**config.mk**
```make
export PLATFORM = sky130hd
export DESIGN_NAME = lsu_mem_ctrl
export DESIGN_NICKNAME = d
export VERILOG_FILES = /design/src/rtl/lsu_mem_ctrl.sv
export SDC_FILE = /design/constraint.sdc
export NUM_CORES = 1
export LEC_CHECK = 0
export BUFFER_PORTS_ARGS = -buffer_cell sky130_fd_sc_hd__buf_2
export CORE_ASPECT_RATIO = 2
export CORE_MARGIN = 5
export CORE_UTILIZATION = 53
export CTS_BUF_LIST = sky130_fd_sc_hd__clkbuf_8
export DETAILED_ROUTE_END_ITERATION = 6
export PLACE_DENSITY = 0.84
export SLEW_MARGIN = 15
export SYNTH_ARGS = -nofsm -noshare
export SYNTH_HDL_FRONTEND = slang
export SYNTH_SLANG_ARGS = --single-unit
```
**constraint.sdc**
```tcl
create_clock -name clk -period 2 [get_ports clk]
set_clock_uncertainty 0.1 [all_clocks]
set_input_delay 0.1 -clock clk [delete_from_list [all_inputs] [get_ports clk]]
set_output_delay 0.1 -clock clk [all_outputs]
set_load 0.05 [all_outputs]
```
**src/rtl/lsu_mem_ctrl.sv**
```systemverilog
// Load/store controller in front of a word-wide data memory: alignment and
// range checks, lane extraction/extension for loads, read-modify-write for sub-word stores.
//
// Ports:
//   clk, rst_n                  clock, async active-low reset
//   req_valid/req_ready         request handshake (ready only in IDLE)
//   req_we, req_size,
//   req_unsigned, req_addr,
//   req_wdata                   request payload
//   rsp_valid, rsp_err,
//   rsp_rdata                   one-cycle response, rdata held until next response
//   mem_ewr, mem_erd, mem_addr,
//   mem_wdata, mem_rdata        data memory port (word index, comb read)
module lsu_mem_ctrl #(
   parameter int DEPTH_WORDS = 32
) (
   input  logic        clk,
   input  logic        rst_n,
   input  logic        req_valid,
   output logic        req_ready,
   input  logic        req_we,
   input  logic [1:0]  req_size,
   input  logic        req_unsigned,
   input  logic [31:0] req_addr,
   input  logic [31:0] req_wdata,
   output logic        rsp_valid,
   output logic        rsp_err,
   output logic [31:0] rsp_rdata,
   output logic        mem_ewr,
   output logic        mem_erd,
   output logic [31:0] mem_addr,
   output logic [31:0] mem_wdata,
   input  logic [31:0] mem_rdata
);

   localparam logic [2:0] S_IDLE = 3'd0;
   localparam logic [2:0] S_LD   = 3'd1;
   localparam logic [2:0] S_RMW  = 3'd2;
   localparam logic [2:0] S_STW  = 3'd3;
   localparam logic [2:0] S_RESP = 3'd4;

   logic [2:0]  state;
   logic        we_q;
   logic [1:0]  size_q;
   logic        uns_q;
   logic [31:0] addr_q;
   logic [31:0] wdata_q;
   logic [31:0] merge_q;
   logic [31:0] rdata_q;
   logic        err_q;

   logic        req_err;
   logic [4:0]  bsh;
   logic [4:0]  hsh;
   logic [7:0]  byte_v;
   logic [15:0] half_v;
   logic [31:0] ld_val;
   logic [31:0] lane_mask;
   logic [31:0] lane_data;
   logic [31:0] merged;

   // Range test is an unsigned compare of the full word index; no wrap.
   assign req_err = (req_size == 2'b11)
                  | ((req_size == 2'b01) & req_addr[0])
                  | ((req_size == 2'b10) & (|req_addr[1:0]))
                  | ({2'b00, req_addr[31:2]} >= 32'(DEPTH_WORDS));

   assign bsh    = {req_dummy_lo(addr_q[1:0]), 3'b000};
   assign hsh    = {addr_q[1], 4'b0000};
   assign byte_v = 8'(mem_rdata >> bsh);
   assign half_v = 16'(mem_rdata >> hsh);

   function automatic logic [1:0] req_dummy_lo(input logic [1:0] v);
      return v;
   endfunction

   always_comb begin
      ld_val = mem_rdata;
      case (size_q)
         2'b00:   ld_val = {{24{~uns_q & byte_v[7]}}, byte_v};
         2'b01:   ld_val = {{16{~uns_q & half_v[15]}}, half_v};
         default: ld_val = mem_rdata;
      endcase
   end

   // Sub-word store: replace only the addressed lane of the fetched word.
   always_comb begin
      lane_mask = 32'h0000_FFFF << hsh;
      lane_data = {16'h0000, wdata_q[15:0]} << hsh;
      if (size_q == 2'b00) begin
         lane_mask = 32'h0000_00FF << bsh;
         lane_data = {24'h00_0000, wdata_q[7:0]} << bsh;
      end
      merged = (mem_rdata & ~lane_mask) | (lane_data & lane_mask);
   end

   always_ff @(posedge clk or negedge rst_n) begin
      if (!rst_n) begin
         state   <= S_IDLE;
         we_q    <= 1'b0;
         size_q  <= 2'b00;
         uns_q   <= 1'b0;
         addr_q  <= 32'h0;
         wdata_q <= 32'h0;
         merge_q <= 32'h0;
         rdata_q <= 32'h0;
         err_q   <= 1'b0;
      end else begin
         case (state)
            S_IDLE: begin
               if (req_valid) begin
                  we_q    <= req_we;
                  size_q  <= req_size;
                  uns_q   <= req_unsigned;
                  addr_q  <= req_addr;
                  wdata_q <= req_wdata;
                  merge_q <= req_wdata;
                  err_q   <= req_err;
                  if (req_err) begin
                     rdata_q <= 32'h0;
                     state   <= S_RESP;
                  end else if (!req_we) begin
                     state <= S_LD;
                  end else if (req_size == 2'b10) begin
                     state <= S_STW;
                  end else begin
                     state <= S_RMW;
                  end
               end
            end
            S_LD: begin
               rdata_q <= ld_val;
               state   <= S_RESP;
            end
            S_RMW: begin
               merge_q <= merged;
               state   <= S_STW;
            end
            S_STW: begin
               rdata_q <= 32'h0;
               state   <= S_RESP;
            end
            S_RESP:  state <= S_IDLE;
            default: state <= S_IDLE;
         endcase
      end
   end

   // Memory strobes decode straight from state so reset kills them at once.
   assign req_ready = (state == S_IDLE);
   assign rsp_valid = (state == S_RESP);
   assign rsp_err   = (state == S_RESP) & err_q;
   assign rsp_rdata = rdata_q;
   assign mem_erd   = ((state == S_LD) & ~we_q) | ((state == S_RMW) & we_q);
   assign mem_ewr   = (state == S_STW);
   assign mem_addr  = (state == S_LD || state == S_RMW || state == S_STW)
                    ? {2'b00, addr_q[31:2]} : 32'h0;
   assign mem_wdata = (state == S_STW) ? merge_q : 32'h0;

endmodule

```
==> results.cfg, run 1 <==
[logic_synthesis]
ys.flop_type = dfrtp_1
syn_area_sq_um = 6370
avgSynthCellArea_sq_um = 8.97
synth_top_family_by_area = simple AND/OR/NAND/NOR gates
synth_fa_ha_area_frac = 0
yosys.cell_types.count = 59
synth_compound_area_frac = 0.198
synth_seq_area_share = 0.472
syn-instance-count = 710
yosys.area.top_type_share = 0.472
synth-seq-cells = 120
yosysWarnings = 0
synth_area_leaders = dfrtp_1 47%, nand2_1 11%, and3_1 4.1%
synth.area.mux_share = 0.0242
synthSimpleGateAreaFrac = 0.239
synth_edf_count = 0
async_flop_share = 1.00
yosysTopAreaCell = dfrtp_1
synth_xor_area_frac = 0

[layout]
drive_above_1_share = 0.352
stdcell_count = 1188
finalNetCount = 1132
multi_input_area_sq_um = 3190
area_growth_pct = 58.2
final_util = 0.856
regArea_sq_um = 3010
final_common_cell = nand2_1
fillers = 606
final_cell_mix = 188 x nand2_1, 137 x buf_2, 118 x dfrtp_1, 94 x dlygate4sd3_1, 48 x buf_4

[clock_network]
root_buffer = clkbuf_8
cts_made_buffers = 17
clock-sinks = 120
clock_tree.buffer_depth = 2
clk_pin_slew_worst_paths_ns = 0.08
cts-htree-levels = 4
worstSkewPairLatency_ns = 0.45
cts_tree = built

[sta]
relSlewSlack = 0.328
hold_viol = 0
drv_slew = 0
fin_crit_ns = 2.53
setup_slack_ns = -0.533
period_share = 1.27
clock.fmax_ghz = 0.395
rsz0062_at_grt = yes
setup_viol = 73
hold_slack_ns = 0.00784
tightest_slew_ns = 1.00

[floorplan]
initial_core_util = 0.541
num_io_pins = 204
core_region_area_sq_um = 11800
die_w_um = 87.5
rows = 56
die_area_sq_um = 14400
fp.dieH_um = 165

[route]
wire_per_inst_um = 27.0
vias = 7885
dr.pass1.iters = 7
routed_wl_um = 32100
ant_nets = 0
drc = 23
avgViaCountPerCell = 6.64
drtIter0Drc = 976

[critical_path]
start_kind = flop
setup.reg_to_reg.worst_slack_ns = -0.53
rr_endpoint = merge_q[22]
critPathKind = reg2reg
critPathMaxFanout = 33
rr_startpoint = state[2]
crit_arrival_ns = 2.71
worstPathRequired_ns = 2.17
r2r_cells = 5
endpoint_kind = flop

[place]
place.gp.congestion = 1.05
portBuffers = 201
placedCellCount = 1046
place_hpwl_um = 17400

[run_status]
violations = design-rule violations, negative setup slack
status = finished with violations

[power]
ir_drop_mv = 0.790
power.density_nw_per_um2 = 690
p_leak_nw = 4.84

[global_route]
grt_max_degree = 46
antenna_found_initial = 2
grt.overflow.total = 0
grt_pass1_wl_um = 40900
gr-usage-all-layers = 0.375
grt_pass1_vias = 7655

[min_path]
worstHoldEndpoint = merge_q[6]
worst_hold_path_type = in2reg
min_from = mem_rdata[6]
holdPathStages = 3

[job]
drv_cap = 0
-- where the power goes --
group | internal [mW] | switching [mW] | leakage, nW
logic | 0.695 | 0.952 | 3.11
registers | 2.65 | 0.217 | 1.52
clock network | 1.36 | 1.07 | 0.211
total | 4.71 | 2.24 | 4.84
-- cell usage after synthesis, types with 4 or more instances --
library cell,count
a211oi_1,16
a21oi_1,20
a221o_1,7
a222oi_1,7
a22oi_1,16
a31oi_1,10
and2_1,32
and3_1,42
buf_2,24
buf_6,4
clkbuf_1,30
dfrtp_1,120
inv_1,32
mux2i_1,14
nand2_1,188
nand2b_1,8
nor2_1,11
nor4_1,5
o211ai_1,8
o21ai_0,8
o221ai_1,6
o22ai_1,21
o2bb2ai_1,7
o31ai_1,4
o32ai_1,25
-- kinds of logic after synthesis --
logic type | count (synthesis)
flops | 120
buf+inv | 94
other cells | 1
compound gates | 166
mux | 15
simple gates | 314
-- what timing repair did --
item                                   4_1_cts  5_1_grt
resized for setup                           65      136
hold buffers                                93        1
gates cloned                                 0        5
pin swaps                                    0       11
endpoints found under the hold margin      231        1
setup buffers                                1       11
setup endpoints to repair                   62       89
-- worst max-delay path: stages, from the launching register on --
cell and delay, ns:
dfrtp_1 0.41, buf_4 0.18, or3b_1 0.48, buf_12 0.23, a211oi_1 0.80, a31oi_1 0.15
-- final cells by class --
class	instances	area share
multi-input cells	497	0.317
repair buffers	361	0.312
flip-flops and latches	120	0.298
clock buffers	21	0.0287
well taps	145	0.0180
clock inverters	11	0.0145
inverters	32	0.0119
diodes	1	0.000248
-- worst max path at each step --
stage              start           to  slack (ns)  cells past startpoint
2_1_floorplan   state[1]    req_ready        0.05                      3
3_3_place_gp   size_q[1]  merge_q[23]        0.04                      6
3_5_place_dp   addr_q[0]  merge_q[23]        0.02                      6
4_1_cts        addr_q[0]  merge_q[23]        0.01                      6
5_1_grt        size_q[0]  merge_q[22]       -0.59                      5
6_report        state[2]  merge_q[22]       -0.53                      5
-- state kept, by name, indices dropped and copies added (netlist names) --
register,cells
addr_q,32
size_q,2
we_q,1
merge_q,32
state,3
uns_q,1
err_q,1
rsp_rdata,32
wdata_q,16
-- metal layers --
layer | track usage | vias up | part of all wire
met5 | 0 | - | 0.00044
met4 | 0.303 | 2 | 0.11
met3 | 0.0889 | 273 | 0.10
met2 | 0.643 | 748 | 0.49
met1 | 0.375 | 3697 | 0.30
li1 | - | 3165 | -
-- stage by stage --
| step | power [mW] | setup TNS [ns] | instance area [sq um] | worst slack (ns) |
|---|---|---|---|---|
| floorplan | 3.60 | 0 | 6370 | 0.0505 |
| global route | 7.12 | -6.36 | 10100 | -0.586 |
| global placement | 4.16 | 0 | 7860 | 0.0381 |
| CTS | 6.69 | 0 | 9410 | 0.00995 |
| finish | 6.95 | -5.37 | 10100 | -0.533 |
| detailed placement | 4.19 | 0 | 7860 | 0.0209 |
Note: power is estimated with default switching activity, not from simulation.
==> run 2, diff against run 1 <==
==> config.mk (replaced) <==
export PLATFORM = sky130hd
export DESIGN_NAME = lsu_mem_ctrl
export DESIGN_NICKNAME = d
export VERILOG_FILES = /design/src/rtl/lsu_mem_ctrl.sv
export SDC_FILE = /design/constraint.sdc
export NUM_CORES = 1
export LEC_CHECK = 0
export CORE_ASPECT_RATIO = 2
export CORE_MARGIN = 5
export CORE_UTILIZATION = 55
export CTS_BUF_LIST = sky130_fd_sc_hd__clkbuf_8
export DETAILED_ROUTE_END_ITERATION = 6
export DONT_BUFFER_PORTS = 1
export PLACE_DENSITY = 0.71
export SLEW_MARGIN = 15
export SYNTH_ARGS = -nofsm -noshare
export SYNTH_HDL_FRONTEND = slang
export SYNTH_SLANG_ARGS = --single-unit
==> run 2 against run 1 <==
Effect of this change:
- the flow finishes with violations (negative hold slack, negative setup slack)
- global-route usage is 3.5 points higher
- total power is 2.6% higher
- sequential share of layout area hardly changed
- utilization is 3.2 points higher
- first-iteration DRC count is 16% lower
- highest routed layer is now met4
==> results.cfg, run 2 (synthesis results as in run 1) <==
[sta]
setup_tns_ns = -2.73
hold_slack_ns = -0.756
tightest_slew_ns = 0.658
period_share = 1.05
fin_crit_ns = 2.10
relSlewSlack = 0.561
rsz0062_at_grt = yes
setup_slack_ns = -0.105
hold_viol = 121
clock.fmax_ghz = 0.475
drv_slew = 0
setup_viol = 97

[route]
drc = 0
avgViaCountPerCell = 6.98
drtIter0Drc = 820
routed_wl_um = 31800
dr.pass1.iters = 5
ant_nets = 0
wire_per_inst_um = 29.9
vias = 7422

[min_path]
worst_hold_path_type = in2async

[clock_network]
cts-htree-levels = 4
cts_hold_buf = 101
root_buffer = clkbuf_8
clock_tree.buffer_depth = 2
clk_pin_slew_worst_paths_ns = 0.08
cts_made_buffers = 17
worstSkewPairLatency_ns = 0.45
clock-sinks = 120
cts_tree = built

[layout]
finalNetCount = 1010
final_common_cell = nand2_1
final_cell_mix = 186 x nand2_1, 119 x dfrtp_1, 101 x dlygate4sd3_1, 70 x buf_12, 54 x buf_4
drive_above_1_share = 0.276
area_growth_pct = 58.4

[critical_path]
setup.reg_to_reg.worst_slack_ns = -0.10
start_kind = flop
r2r_cells = 6
critPathKind = reg2reg
endpoint_kind = flop
worstPathRequired_ns = 2.22
critPathMaxFanout = 34
crit_arrival_ns = 2.33
rr_endpoint = merge_q[21]
rr_startpoint = state[1]

[job]
drv_cap = 0

[place]
place_ws_ns = -0.00617
portBuffers = 0
place_hpwl_um = 16800
place.gp.congestion = 0.986

[global_route]
grt_pass1_wl_um = 43300
antenna_found_initial = 1
grt_max_degree = 121
grt.overflow.total = 0
grt_pass1_vias = 7507
gr-usage-all-layers = 0.411

[floorplan]
core_region_area_sq_um = 11400
num_io_pins = 204
die_area_sq_um = 14000
die_w_um = 86.1
fp.dieH_um = 162
initial_core_util = 0.561
rows = 55

[power]
p_leak_nw = 4.49
power.density_nw_per_um2 = 707
ir_drop_mv = 0.855

[run_status]
status = finished with violations
violations = negative hold slack, negative setup slack
-- run 2: changes by cell type in the layout (fill, tap and decap cells not counted), sizes merged --
cell / change
bufbuf: +1
clkinvlp: -2
dlygate4sd3: +7
clkbuf: -1
buf: -130
bufinv: +3
-- run 2: worst max-delay path by stage --
stage,from,to,slack [ns]
final,state[1],merge_q[21],-0.10
after global routing,state[1],merge_q[21],-0.14
after CTS,state[0],mem_wdata[8],-0.03
after detailed placement,size_q[1],rsp_rdata[27],-0.006
after global placement,addr_q[0],merge_q[27],0.08
after floorplan,state[1],req_ready,0.05
-- run 2: area by class of cell --
class / count / area, sq um
sequential: 120 / 3000
clock inverter: 12 / 221
fill: 471 / 1270
antenna: 1 / 2.50
inverter: 32 / 120
tap: 142 / 178
multi-input combinational: 497 / 3250
timing repair buffer: 239 / 3030
clock buffer: 20 / 275
-- run 2: timing repair --
item                                   in CTS  in global routing
pin swaps                                   1                  7
endpoints found under the hold margin     240                120
cloned                                      4                  3
setup buffers                               8                 14
setup endpoints to repair                  64                 69
resized for setup                          32                 61
-- run 2: where the power goes --
group,internal [mW],total [mW],switching (mW)
combinational,0.595,1.44,0.849
sequential,2.65,2.88,0.227
clock,1.71,2.81,1.10
total,4.96,7.13,2.17
-- run 2: layer usage --
metal  GRT usage  routed length (um)  share of wire  up-vias
met1       0.421                9500           0.30     3554
met5           0                   0              0        -
met4       0.295                3100          0.098        0
met2       0.703               16000           0.50      732
met3       0.108                3210           0.10      215
li1            -                   -              -     2921
-- run 2: metrics by stage --
| step | util | hold WS (ns) | cell area (sq um) | power (mW) | instances |
|---|---|---|---|---|---|
| global placement | 0.698 | -0.292 | 7920 | 3.88 | 900 |
| CTS | 0.850 | -0.760 | 9650 | 6.84 | 1045 |
| finish | 0.888 | -0.756 | 10100 | 7.13 | 1063 |
| global route | 0.888 | -0.785 | 10100 | 7.31 | 1063 |
| detailed placement | 0.698 | -0.293 | 7920 | 3.93 | 900 |
| floorplan | - | -0.296 | 6370 | 3.60 | 711 |
-- run 2: worst max-delay path, stage by stage, from the launching register on --
cell and delay (ns):
dfrtp_1 0.47, buf_6 0.17, buf_4 0.13, nor4b_4 0.40, clkbuf_16 0.32, nand2_1 0.08, a31oi_1 0.31
